**config.mk**
```make
export PLATFORM = sky130hd
export DESIGN_NAME = fetch_sequencer_flat
export DESIGN_NICKNAME = d
export VERILOG_FILES = /design/src/rtl/fetch_sequencer_if.sv /design/src/rtl/fetch_sequencer.sv /design/src/flat_wrapper.sv
export SDC_FILE = /design/constraint.sdc
export NUM_CORES = 1
export LEC_CHECK = 0
export BUFFER_PORTS_ARGS = -buffer_cell sky130_fd_sc_hd__buf_2
export CAP_MARGIN = 10
export CORE_UTILIZATION = 51
export DETAILED_ROUTE_END_ITERATION = 10
export PLACE_DENSITY = 0.8
export SLEW_MARGIN = 25
export SYNTH_ARGS = -nofsm -noshare
export SYNTH_HDL_FRONTEND = slang
export SYNTH_SLANG_ARGS = --single-unit
```
**constraint.sdc**
```tcl
create_clock -name clk -period 2.43 [get_ports clk]
set_clock_uncertainty 0.15 [all_clocks]
set_input_delay 0.486 -clock clk [delete_from_list [all_inputs] [get_ports clk]]
set_output_delay 0.486 -clock clk [all_outputs]
set_load 0.03 [all_outputs]
```
**src/rtl/fetch_sequencer_if.sv**
```systemverilog
`default_nettype none
// ============================================================================
//  Module      : fetch_sequencer_if
//  Description : Redirect/stall bundle between the execute stage, the
//                instruction memory, the I-side flush logic and the fetch
//                sequencer. Signal suffixes are relative to the sequencer.
//  Revision    : 1.0  initial release
// ============================================================================
interface fetch_sequencer_if;
  logic        br_valid_i;
  logic [31:0] br_target_i;
  logic        fencei_valid_i;
  logic [31:0] fencei_pc_i;
  logic        imem_busy_i;
  logic        flush_done_i;
  logic        pc_branch_o;
  logic [31:0] pc_target_o;
  logic        pc_hold_o;
  logic        flush_req_o;
  logic        fetch_valid_o;
  logic        err_o;

  // Sequencer side
  modport slave (
    input  br_valid_i, br_target_i, fencei_valid_i, fencei_pc_i,
    input  imem_busy_i, flush_done_i,
    output pc_branch_o, pc_target_o, pc_hold_o, flush_req_o,
    output fetch_valid_o, err_o
  );

  // Environment side (execute / memory / flush logic)
  modport master (
    output br_valid_i, br_target_i, fencei_valid_i, fencei_pc_i,
    output imem_busy_i, flush_done_i,
    input  pc_branch_o, pc_target_o, pc_hold_o, flush_req_o,
    input  fetch_valid_o, err_o
  );
endinterface
`default_nettype wire

```
**src/rtl/fetch_sequencer.sv**
```systemverilog
`default_nettype none
// ============================================================================
//  Module      : fetch_sequencer
//  Description : Steers the program counter: boot redirect, zero-latency
//                branch redirect, stalling on a busy instruction memory with
//                a newest-wins pending target, and FENCE.I flush handling
//                with a bounded wait and a sticky timeout flag.
//  Revision    : 1.0  initial release
// ============================================================================
module fetch_sequencer #(
  parameter logic [31:0] RESET_VAL     = 32'h0000_0000,
  parameter int          FLUSH_TIMEOUT = 16
) (
  input  logic              clk,
  input  logic              rst_n,
  fetch_sequencer_if.slave  bus
);

  // Counter only needs to reach FLUSH_TIMEOUT-1
  localparam int               CNT_W      = (FLUSH_TIMEOUT > 1) ? $clog2(FLUSH_TIMEOUT) : 1;
  localparam logic [CNT_W-1:0] C_CNT_LAST = CNT_W'(FLUSH_TIMEOUT - 1);
  localparam logic [CNT_W-1:0] C_CNT_ONE  = CNT_W'(1);

  typedef enum logic [2:0] {
    ST_BOOT   = 3'd0,
    ST_RUN    = 3'd1,
    ST_HOLD   = 3'd2,
    ST_FLUSH  = 3'd3,
    ST_RESUME = 3'd4
  } state_t;

  state_t           state_q, state_d;
  logic [31:0]      pend_q,  pend_d;
  logic [CNT_W-1:0] cnt_q,   cnt_d;
  logic             err_q,   err_d;

  logic        pc_branch;
  logic [31:0] pc_target;
  logic        pc_hold;
  logic        fetch_valid;

  // Next-state and PC-steering outputs; branch/target are combinational so a
  // redirect reaches the PC in the same cycle it is requested.
  always_comb begin
    state_d     = state_q;
    pend_d      = pend_q;
    cnt_d       = cnt_q;
    err_d       = err_q;
    pc_branch   = 1'b0;
    pc_target   = 32'h0;
    pc_hold     = 1'b0;
    fetch_valid = 1'b0;

    case (state_q)
      ST_BOOT: begin
        pc_branch = 1'b1;
        pc_target = RESET_VAL;
        state_d   = ST_RUN;
      end

      ST_RUN: begin
        if (bus.br_valid_i) begin
          // A branch always wins; a FENCE.I in the same cycle is dropped
          if (bus.imem_busy_i) begin
            pend_d  = bus.br_target_i;
            pc_hold = 1'b1;
            state_d = ST_HOLD;
          end else begin
            pc_branch = 1'b1;
            pc_target = bus.br_target_i;
          end
        end else if (bus.fencei_valid_i) begin
          // Retiring FENCE.I must not be lost to a memory stall
          pend_d  = bus.fencei_pc_i + 32'd4;
          cnt_d   = '0;
          pc_hold = 1'b1;
          state_d = ST_FLUSH;
        end else if (bus.imem_busy_i) begin
          pc_hold = 1'b1;
        end else begin
          fetch_valid = 1'b1;
        end
      end

      ST_HOLD: begin
        if (bus.imem_busy_i) begin
          pc_hold = 1'b1;
          if (bus.br_valid_i) begin
            pend_d = bus.br_target_i;
          end
        end else begin
          pc_branch = 1'b1;
          pc_target = bus.br_valid_i ? bus.br_target_i : pend_q;
          state_d   = ST_RUN;
        end
      end

      ST_FLUSH: begin
        pc_hold = 1'b1;
        cnt_d   = cnt_q + C_CNT_ONE;
        if (bus.flush_done_i) begin
          state_d = ST_RESUME;
        end else if (cnt_q == C_CNT_LAST) begin
          err_d   = 1'b1;
          state_d = ST_RESUME;
        end
      end

      ST_RESUME: begin
        if (bus.imem_busy_i) begin
          pc_hold = 1'b1;
        end else begin
          pc_branch = 1'b1;
          pc_target = pend_q;
          state_d   = ST_RUN;
        end
      end

      default: begin
        state_d = ST_BOOT;
      end
    endcase
  end

  // State, pending target, flush counter and sticky error; reset abandons
  // any pending redirect or flush immediately.
  always_ff @(posedge clk or negedge rst_n) begin
    if (!rst_n) begin
      state_q <= ST_BOOT;
      pend_q  <= 32'h0;
      cnt_q   <= '0;
      err_q   <= 1'b0;
    end else begin
      state_q <= state_d;
      pend_q  <= pend_d;
      cnt_q   <= cnt_d;
      err_q   <= err_d;
    end
  end

  // Flush request is a decode of the registered state, so it drops the cycle
  // after the exit decision and clears asynchronously with reset.
  assign bus.flush_req_o   = (state_q == ST_FLUSH);
  assign bus.pc_branch_o   = pc_branch;
  assign bus.pc_target_o   = pc_target;
  assign bus.pc_hold_o     = pc_hold;
  assign bus.fetch_valid_o = fetch_valid;
  assign bus.err_o         = err_q;

endmodule
`default_nettype wire

```
**src/flat_wrapper.sv**
```systemverilog
// flat-port wrapper written by rule: the top's interface ports become plain ports
module fetch_sequencer_flat 
#(
  parameter logic [31:0] RESET_VAL     = 32'h0000_0000,
  parameter int          FLUSH_TIMEOUT = 16
)
  (clk, rst_n, bus_br_valid_i, bus_br_target_i, bus_fencei_valid_i, bus_fencei_pc_i, bus_imem_busy_i, bus_flush_done_i, bus_pc_branch_o, bus_pc_target_o, bus_pc_hold_o, bus_flush_req_o, bus_fetch_valid_o, bus_err_o);
  fetch_sequencer_if bus_i ();
  input  logic clk;
  input  logic rst_n;
  input wire logic [$bits(bus_i.br_valid_i)-1:0] bus_br_valid_i;
  input wire logic [$bits(bus_i.br_target_i)-1:0] bus_br_target_i;
  input wire logic [$bits(bus_i.fencei_valid_i)-1:0] bus_fencei_valid_i;
  input wire logic [$bits(bus_i.fencei_pc_i)-1:0] bus_fencei_pc_i;
  input wire logic [$bits(bus_i.imem_busy_i)-1:0] bus_imem_busy_i;
  input wire logic [$bits(bus_i.flush_done_i)-1:0] bus_flush_done_i;
  output wire logic [$bits(bus_i.pc_branch_o)-1:0] bus_pc_branch_o;
  output wire logic [$bits(bus_i.pc_target_o)-1:0] bus_pc_target_o;
  output wire logic [$bits(bus_i.pc_hold_o)-1:0] bus_pc_hold_o;
  output wire logic [$bits(bus_i.flush_req_o)-1:0] bus_flush_req_o;
  output wire logic [$bits(bus_i.fetch_valid_o)-1:0] bus_fetch_valid_o;
  output wire logic [$bits(bus_i.err_o)-1:0] bus_err_o;
  assign bus_i.br_valid_i = bus_br_valid_i;
  assign bus_i.br_target_i = bus_br_target_i;
  assign bus_i.fencei_valid_i = bus_fencei_valid_i;
  assign bus_i.fencei_pc_i = bus_fencei_pc_i;
  assign bus_i.imem_busy_i = bus_imem_busy_i;
  assign bus_i.flush_done_i = bus_flush_done_i;
  assign bus_pc_branch_o = bus_i.pc_branch_o;
  assign bus_pc_target_o = bus_i.pc_target_o;
  assign bus_pc_hold_o = bus_i.pc_hold_o;
  assign bus_flush_req_o = bus_i.flush_req_o;
  assign bus_fetch_valid_o = bus_i.fetch_valid_o;
  assign bus_err_o = bus_i.err_o;
  fetch_sequencer #(.RESET_VAL(RESET_VAL), .FLUSH_TIMEOUT(FLUSH_TIMEOUT)) u_core (.clk(clk), .rst_n(rst_n), .bus(bus_i));
endmodule
```
# --- Yosys cells after proc, flatten, opt, wreduce, memory -nomap -nowiden ---
# Index checks and enable logic that the tools add are counted.
word_totals:
  wordCells: 58
  reg_bits: 40
  in_bits: 70
  out_inout_bits: 37
classes:
  reduce_logical: 8
  eq_ne: 12
  addsub: 2
  bitwise: 1
  mux: 31
op_table:
  columns: ["cell", "count"]
  rows:
  - ["32-bit 2-to-1 mux", 9]
  - ["32-bit one-hot mux with 3 select lines", 1]
  - ["32-bit one-hot mux with 2 select lines", 1]
  - ["32-bit by 3-bit adder with 32-bit output, second input constant", 1]
  - ["3-bit 2-to-1 mux", 6]
  - ["3-bit one-hot mux with 4 select lines", 1]
  - ["1-bit 2-to-1 mux", 8]
  - ["4-bit 2-to-1 mux", 2]
  - ["2-bit != test, second input constant", 4]
  - ["4-bit one-hot mux with 2 select lines", 1]
  - ["4-bit AND reduction", 2]
  - ["3-bit by 2-bit == test with 1-bit output, second input constant", 2]
  - ["3-bit != test, second input constant", 2]
  - ["1-bit one-hot mux with 3 select lines", 2]
  - ["3-bit AND reduction", 2]
  - ["4-bit by 1-bit adder with 4-bit output, second input constant", 1]
  - ["4-bit == test, second input constant", 1]
  - ["2-bit nonzero test", 2]
  - ["3-bit by 1-bit == test with 1-bit output, second input constant", 1]
  - ["3-bit == test, second input constant", 1]
  - ["3-bit zero test", 1]
  - ["3-bit by 2-bit != test with 1-bit output, second input constant", 1]
  - ["2-bit OR reduction", 1]
  - ["1-bit NOT", 1]

# --- Longest topological paths before layout ---
# Gate-level depths: netlist (run 1).
depth:
  word_depth: 4
  mapped_depth: 7
  depth_no_buf: 6

# --- Worst setup path after synthesis (run 1) ---
# Ideal clock, no wire load.
synth_timing:
  kind: "input-to-output"
  startpoint: "input bus_br_valid_i"
  endpoint: "output bus_pc_target_o[10]"
  cell_stages: 6
  t_required_ns: 1.794
  t_arrival_ns: 1.926
  n_path_buf: 2
  slack_ns: -0.132
  path_cell_list: "buf_2 or3_4 a21oi_4 buf_6 a22oi_1 o21ai_1"
synth_between:
  elab_chain_len: 3
  word_cells_on_any_way: 4
  classes_between: "4 x mux"
synth_lines:
  columns: ["element", "line", "rtl"]
  rows:
  - ["from (decl)", "flat_wrapper.sv:11", "input wire logic [$bits(bus_i.br_valid_i)-1:0] bus_br_valid_i;"]
  - ["32-bit 2-to-1 mux", "fetch_sequencer.sv:93", "pc_target = bus.br_valid_i ? bus.br_target_i : pend_q;"]
  - ["32-bit 2-to-1 mux", "fetch_sequencer.sv:86", "if (bus.imem_busy_i) begin"]
  - ["32-bit one-hot mux with 3 select lines (*)", "fetch_sequencer.sv:54", "case (state_q)"]
  - ["to (decl)", "flat_wrapper.sv:18", "output wire logic [$bits(bus_i.pc_target_o)-1:0] bus_pc_target_o;"]
# Every way passes the cells marked *; elsewhere a longest branch is shown, timed or not.

# --- Worst setup path after layout (run 1) ---
layout_timing:
  startpoint: "register u_core.state_q[2]"
  endpoint: "output bus_pc_target_o[17]"
layout_between:
  elab_chain_len: 2
  word_cells_on_any_way: 4
  classes_between: "3 x eq/ne; 1 x mux"
layout_lines:
  columns: ["element", "line", "rtl"]
  rows:
  - ["from (decl)", "fetch_sequencer.sv:32", "state_t state_q, state_d;"]
  - ["from (signal assigned)", "fetch_sequencer.sv:134", "state_q <= state_d;"]
  - ["3-bit == test (tied with other cells)", "fetch_sequencer.sv:54", null]
  - ["32-bit one-hot mux with 3 select lines (*)", "fetch_sequencer.sv:54", null]
# Marks and branches as above.

==> results.cfg, run 1 <==
[place]
gp_congestion = 0.9183
place_area_sq_um = 3985
placed_cells = 571
hpwl_um = 7053
port_buffers = 106

[power_and_ir_drop]
swShare_pct = 45.85
share_comb_of_total_power_pct = 60.6
p_sw_w = 0.001973
power_leakage_nw = 1.835
p_int_w = 0.002331
power_density_nw_per_um2 = 974.7
clock_power_share_pct = 11.2
power_w = 0.004304
seqPwrFrac_pct = 28.2
peakVddDrop_uv = 580.0

[logic_synthesis]
ys_types = 54
synth-edff-count = 0
mappedNetlistNets = 468
yosysSeqAreaShare_pct = 31.77
synth_xor_area_share_pct = 7.506
synthAdderAreaFrac_pct = 0.7943
postSynthAreaPerCell_sq_um = 7.956
ys_warn_count = 0
synth_area_leaders = dfrtp_1, a22oi_1, o21ai_1, nand2_1, xnor2_1
synth_top_cell_area_share_pct = 31.77
yosys.area.top_type = dfrtp_1
muxShareOfSynthArea_pct = 1.112
synth_top_family_by_area = compound AO/OA/AOI/OAI gates
syn-instance-count = 396
async_reset_ff_share_pct = 100.0
synth_simple_gate_area_share_pct = 21.21
netlist_area_sq_um = 3151
ys_ff_latch = 40
synth-main-ff-cell = dfrtp_1
synth_compound_area_share_pct = 31.65

[routing]
wirelength_um = 10360
wl_per_cell_um = 17.71
drtIter0Drc = 302
first_pass_iters = 6
drc = 0
vias = 3719
via_per_inst = 6.357
ant_nets = 0

[die]
core_area_sq_um = 5956
start_util_pct = 52.90
die_area_sq_um = 6496
die_h_um = 80.60
core.rowCount = 28
fp.dieW_um = 80.60
io_pins = 107

[global_routing]
grt_pass1_vias = 3306
grt_pass1_wl_um = 15500
antenna_found_initial = 0
grt_usage_pct = 31.47
grt_max_degree = 41
gr-total-overflow = 0

[clock_network]
cts_root_buf = clkbuf_8
cts_buffers = 5
cts_hold_buf = 0
clkLatencyLatePin_ps = 300
cts.sinks = 40
cts_tree = built
clk_pin_slew_ps = 80
htree_levels = 2
clk_path_buf_depth = 2

[worst_setup_path]
startpoint_type = flip-flop
crit_type = reg -> out
cp.required_ps = 1790
cp_max_fo = 19
endpoint_kind = output port
critical_path_arrival_ps = 1960

[layout]
final_area_sq_um = 4415
area_growth_pct = 40.15
drive_gt1_share_pct = 40.59
fin_nets = 581
mostFrequentLayoutCells = buf_2, nand2_1, a22oi_1
final_cells = 585
final_common_cell = buf_2
num_antenna_cells = 0

[run_status]
violations = negative setup slack
status = complete, but fails checks

[sta]
post-route-min-period_ps = 2593
setup_tns_ps = -3503
slew_viol_final = 0
hold_violations = 0
whs_ps = 93.32
slew_headroom_pct = 59.22
setup_viol_count_final = 32
fin_crit_sh_pct = 106.7
fmax_mhz = 385.6
worst_slew_pin_slew_ps = 609.4
rsz0062_at_grt = true
setup_slack_ps = -163.1

[flow_run]
maxCapViolCount = 0

[min_path]
hp-class = in -> async
[per-stage QoR]
stage	utilization, %	worst slack [ps]
4_1_cts	72.61	-152.2
5_1_grt	74.14	-221.6
3_3_place_gp	66.91	3.810
3_5_place_dp	66.91	-25.86
2_1_floorplan	-	8.738
6_report	74.14	-163.1
[state kept, by name, indices dropped and copies added, names as in the netlist]
register,count
u_core.pend_q,32
u_core.cnt_q,4
u_core.state_q,3
u_core.bus.err_o,1
[timing repair]
item | CTS | global route
buffers inserted | 4 | 0
resized for setup | 59 | 17
endpoints found under the setup margin | 32 | 32
cloned | 2 | 2
endpoints found under the hold margin | 0 | 0
pin swaps | 21 | 4
[critical path: stages (launching register included)]
cell	delay (ps)
dfrtp_1	410
buf_12	160
nor2_4	100
nand2_2	90
nor2_4	230
buf_12	190
a22oi_1	110
o21ai_2	200
buf_6	160
[power by group through the flow]
stage / clock [W] / combinational, W / sequential, W
floorplan: 0 / 0.00159 / 0.00114
global placement: 0 / 0.00219 / 0.00118
detailed placement: 0 / 0.00226 / 0.00119
CTS: 0.000482 / 0.00250 / 0.00119
global route: 0.000514 / 0.00281 / 0.00124
finish: 0.000480 / 0.00261 / 0.00121
[path summary, 6_finish.rpt]
kind                       slack, ps  depth (start not counted)                  end          startpoint
max                             -160                          8  bus_pc_target_o[17]   u_core.state_q[2]
min                               90                          2    u_core.pend_q[25]               rst_n
max reg2reg                      310                          7    u_core.pend_q[17]   u_core.state_q[0]
min reg2reg                      320                          1     u_core.bus.err_o    u_core.bus.err_o
max in group asynchronous       1650                          2    u_core.pend_q[12]               rst_n
min in group clk                 310                          2     u_core.pend_q[2]  bus_br_target_i[2]
[logic make-up (layout without fill, tap and decap cells)]
logic type      Yosys count  count (layout)
compound gates          158             158
xor+xnor                 27              27
fa+ha+maj                 2               2
buf+inv                  39             153
flops                    40              40
mux                       3               3
simple gates            127             127
[cell usage after synthesis, types with 2 or more instances]
cell type,instances
a22oi_1,52
nand2_1,50
o21ai_1,50
dfrtp_1,40
nor2_1,18
xnor2_1,18
a21oi_1,17
clkbuf_1,14
nand3_1,13
o22ai_1,13
buf_2,12
nor3_1,11
o21ai_0,10
xor2_1,9
inv_1,7
and3_1,5
nand4_1,5
nor2b_1,4
a31oi_1,3
buf_6,3
nor4_1,3
a221o_1,2
a22o_1,2
and4_1,2
ha_1,2
mux2i_1,2
nor4_2,2
[metal layers]
layer | GRT usage [%] | up-vias | share of wire [%]
met4 | 10.36 | 0 | 2.4
met1 | 41.87 | 1763 | 42
met5 | 0 | - | 0
met2 | 51.69 | 218 | 49
li1 | - | 1708 | -
met3 | 5.000 | 30 | 7.4
[area by class of cell]
type                            count  area, sq um
Clock inverter                      2        10.01
Timing Repair Buffer              137         1025
Sequential cell                    40         1001
Tap cell                           75        93.84
Clock buffer                        6        82.58
Inverter                            8        30.03
Fill cell                         457         1540
Multi-Input combinational cell    317         2173
No activity file was read; power rests on OpenSTA's default activity.
==> inputs of run 2 (changes only) <==
--- a/config.mk
+++ b/config.mk
@@ -9,6 +9,7 @@
 export CAP_MARGIN = 10
 export CORE_UTILIZATION = 51
 export DETAILED_ROUTE_END_ITERATION = 10
+export MAX_ROUTING_LAYER = met4
 export PLACE_DENSITY = 0.8
 export SLEW_MARGIN = 25
 export SYNTH_ARGS = -nofsm -noshare
==> results.cfg, run 2 (synthesis results as in run 1) <==
[run_status]
status = complete, but fails checks
violations = negative setup slack

[worst_setup_path]
crit_type = reg -> out
startpoint_type = flip-flop
crit_path_start = u_core.state_q[1]
endpoint_kind = output port
r2r_cells = 7
cp_max_fo = 5
endpoint = bus_pc_target_o[23]
reg2reg_to = u_core.pend_q[17]
worstReg2RegStart = u_core.state_q[0]
rrSetupSlack_ps = 300
cp.required_ps = 1790
critical_path_arrival_ps = 1960

[clock_network]
cts_buffers = 5
clk_pin_slew_ps = 90
clkLatencyLatePin_ps = 300
cts_root_buf = clkbuf_8
cts_tree = built
cts.sinks = 40
htree_levels = 2
clk_path_buf_depth = 2

[die]
die_h_um = 80.60
die_area_sq_um = 6496
io_pins = 107
core_area_sq_um = 5956
core.rowCount = 28
fp.dieW_um = 80.60
start_util_pct = 52.90

[layout]
fin_nets = 581
fin_util_pct = 74.14
fillers = 457
largest_register_ffs = 32
num_antenna_cells = 0
top_regs = u_core.pend_q (32), u_core.cnt_q (4), u_core.state_q (3)
mostFrequentLayoutCells = buf_2, nand2_1, a22oi_1
area_growth_pct = 40.15
regMostFlops = u_core.pend_q
drive_gt1_share_pct = 40.59
final_common_cell = buf_2

[sta]
whs_ps = 98.69
setup_slack_ps = -165.6
setup_viol_count_final = 32
setup_tns_ps = -3430
slew_viol_final = 0
fmax_mhz = 385.3
post-route-min-period_ps = 2596
rsz0062_at_grt = true
fin_crit_sh_pct = 106.8
worst_slew_pin_slew_ps = 603.3
hold_violations = 0
slew_headroom_pct = 59.63

[place]
port_buffers = 106
pre_cts_slack_ps = -25.86
gp_congestion = 0.9344
hpwl_um = 7053

[routing]
wl_per_cell_um = 17.66
vias = 3698
drc = 0
ant_nets = 0
via_per_inst = 6.321
drtIter0Drc = 335
wirelength_um = 10330
first_pass_iters = 5

[global_routing]
grt_max_degree = 41
antenna_found_initial = 0
grt_pass1_vias = 3319
gr-total-overflow = 0
grt_pass1_wl_um = 15480
grt_usage_pct = 32.25

[power_and_ir_drop]
peakVddDrop_uv = 580.4
power_leakage_nw = 1.835
power_density_nw_per_um2 = 973.9
power_w = 0.004300

[min_path]
hp-class = in -> async

[flow_run]
maxCapViolCount = 0
run 2: cell counts in the layout (fill, tap and decap cells not counted):
Identical to the previous run, type by type.
run 2: power by group:
group	internal, W	total, W	switching [W]
Clock	0.000227	0.000479	0.000252
Combinational	0.00113	0.00261	0.00148
Sequential	0.000978	0.00121	0.000236
run 2: what timing repair did:
item                                    CTS  global route
endpoints found under the setup margin   32            32
cloned                                    2             2
hold buffers                              0             0
setup buffers                             4             0
pin swaps                                21             4
gates resized for setup                  59            17
run 2: final cells by class:
cell class	instances	area [sq um]	share of cell area, %
Clock inverter	2	10.01	0.2267
Sequential cell	40	1001	22.67
Multi-Input combinational cell	317	2173	49.22
Timing Repair Buffer	137	1025	23.21
Clock buffer	6	82.58	1.870
Inverter	8	30.03	0.6801
Tap cell	75	93.84	2.125
run 2: worst max-delay path, stage by stage, from the launching register on:
cell and delay (ps):
dfrtp_1 380, inv_2 50, or3_4 370, a21oi_4 180, buf_6 160, buf_16 130, a22oi_2 80, o21ai_2 150
buf_6 140
run 2: metrics by stage:
step	std cells	cell area [sq um]
floorplan	396	3273
CTS	584	4324
finish	585	4415
detailed placement	571	3985
global route	585	4415
global placement	571	3985
run 2: layer usage:
metal / wire, um / part of all wire, % / global-route usage [%] / vias up
met5: 0 / 0 / - / -
met4: 306 / 3.0 / 10.89 / 0
met3: 729 / 7.1 / 4.205 / 36
met2: 4957 / 48 / 51.95 / 208
met1: 4336 / 42 / 41.73 / 1748
li1: - / - / - / 1706
run 2: worst min-delay path by stage:
stage / startpoint / to / slack, ps / depth (start not counted)
6_report: rst_n / u_core.pend_q[25] / 100 / 2
5_1_grt: rst_n / u_core.pend_q[25] / 130 / 2
4_1_cts: rst_n / u_core.pend_q[25] / 120 / 2
3_5_place_dp: u_core.bus.err_o / u_core.bus.err_o / 310 / 1
3_3_place_gp: u_core.bus.err_o / u_core.bus.err_o / 300 / 1
2_1_floorplan: rst_n / u_core.bus.err_o / 40 / 0
==> inputs of run 3 (changes only) <==
--- a/config.mk
+++ b/config.mk
@@ -7,10 +7,11 @@
 export LEC_CHECK = 0
 export BUFFER_PORTS_ARGS = -buffer_cell sky130_fd_sc_hd__buf_2
 export CAP_MARGIN = 10
-export CORE_UTILIZATION = 51
+export CORE_MARGIN = 3
+export CORE_UTILIZATION = 40
 export DETAILED_ROUTE_END_ITERATION = 10
 export MAX_ROUTING_LAYER = met4
-export PLACE_DENSITY = 0.8
+export PLACE_DENSITY = 0.65
 export SLEW_MARGIN = 25
 export SYNTH_ARGS = -nofsm -noshare
 export SYNTH_HDL_FRONTEND = slang
==> results.cfg, run 3 (synthesis results as in run 1) <==
[run_status]
status = complete, but fails checks
violations = negative setup slack

[worst_setup_path]
critical_path_arrival_ps = 1930
crit_type = reg -> out
cp.required_ps = 1790
r2r_cells = 6
worstReg2RegStart = u_core.state_q[0]
reg2reg_to = u_core.pend_q[20]
cp_max_fo = 12
endpoint_kind = output port
startpoint_type = flip-flop
rrSetupSlack_ps = 260

[layout]
num_antenna_cells = 0
final_cells = 604
fin_nets = 579
final_common_cell = buf_2
top_regs = u_core.pend_q (32), u_core.cnt_q (4), u_core.state_q (3)
drive_gt1_share_pct = 38.61
largest_register_ffs = 32
area_growth_pct = 40.27
mostFrequentLayoutCells = buf_2, nand2_1, a22oi_1
regMostFlops = u_core.pend_q
final_area_sq_um = 4419

[routing]
drtIter0Drc = 163
vias = 3505
drc = 0
wirelength_um = 10670
via_per_inst = 5.803
first_pass_iters = 5
ant_nets = 0
wl_per_cell_um = 17.66

[sta]
fmax_mhz = 390.2
slew_headroom_pct = 59.13
post-route-min-period_ps = 2563
worst_slew_pin_slew_ps = 610.8
rsz0062_at_grt = true
hold_violations = 0
setup_slack_ps = -132.9
slew_viol_final = 0
fin_crit_sh_pct = 105.5
setup_viol_count_final = 32

[clock_network]
clkLatencyLatePin_ps = 280
cts_tree = built
cts.sinks = 40
htree_levels = 2
cts_buffers = 5
clk_pin_slew_ps = 80
cts_hold_buf = 0
cts_root_buf = clkbuf_8
clk_path_buf_depth = 2

[die]
core_area_sq_um = 7447
core.rowCount = 31
die_h_um = 94.75
io_pins = 107
die_area_sq_um = 8978
start_util_pct = 42.31
fp.dieW_um = 94.75

[flow_run]
maxCapViolCount = 0

[power_and_ir_drop]
power_density_nw_per_um2 = 942.3
peakVddDrop_uv = 466.7
power_leakage_nw = 1.819

[min_path]
hp-class = in -> async

[place]
place_area_sq_um = 4025
gp_congestion = 0.8398
hpwl_um = 7459
placed_cells = 593
port_buffers = 106

[global_routing]
grt_pass1_wl_um = 16350
grt_pass1_vias = 3332
grt_usage_pct = 23.56
grt_max_degree = 41
gr-total-overflow = 0
antenna_found_initial = 0
## run 3: report_power, final
part	switching (W)	internal, W	leakage [nW]
registers	0.000218	0.000978	0.486
clock network	0.000219	0.000186	0.0359
logic	0.00145	0.00111	1.30
## run 3: how the worst max path moves through the flow
stage                                  from             endpoint  slack, ps  depth (start not counted)
after global placement       bus_br_valid_i  bus_pc_target_o[31]        -30                          7
after detailed placement     bus_br_valid_i  bus_pc_target_o[15]        -40                          7
after CTS                 u_core.state_q[1]  bus_pc_target_o[11]       -120                          8
after global routing      u_core.state_q[1]  bus_pc_target_o[11]       -220                          7
after floorplan              bus_br_valid_i  bus_pc_target_o[10]          9                          6
final                     u_core.state_q[1]  bus_pc_target_o[11]       -130                          7
## run 3: layer usage
layer / up-vias / track usage (%) / wire length (um)
met2: 128 / 37.99 / 5168
met4: 0 / 4.688 / 62
li1: 1698 / - / -
met3: 9 / 2.629 / 676
met1: 1670 / 32.15 / 4762
met5: - / - / 0
## run 3: stage by stage
stage	util (%)	TNS [ps]	setup WS [ps]	power (W)	hold slack [ps]
2_1_floorplan	-	0	8.738	0.002728	40.41
3_3_place_gp	54.05	-45.69	-33.60	0.003433	307.8
3_5_place_dp	54.05	-344.5	-43.19	0.003488	305.9
4_1_cts	58.48	-2728	-117.9	0.004146	134.1
5_1_grt	59.34	-5369	-220.1	0.004461	153.2
6_report	59.34	-2205	-132.9	0.004164	113.2
## run 3: critical path, cell delays in order, from the launching register on
cell     delay, ps
dfrtp_1        360
inv_2           40
or3_4          390
a21oi_4        220
buf_8          180
a22oi_1        100
o21ai_2        200
buf_6          160
## run 3: area by class of cell
type                            count  area (sq um)
Sequential cell                    40          1001
Clock buffer                        5         68.82
Fill cell                         720          3028
Timing Repair Buffer              135          1069
Multi-Input combinational cell    317          2127
Tap cell                           99         123.9
Inverter                            8         30.03
## run 3: what timing repair did
action                                  in CTS  in global routing
pin swaps                                    6                  8
gates resized for setup                     66                 12
buffers inserted                             4                  1
cloned                                       1                  3
endpoints found under the setup margin      32                 32
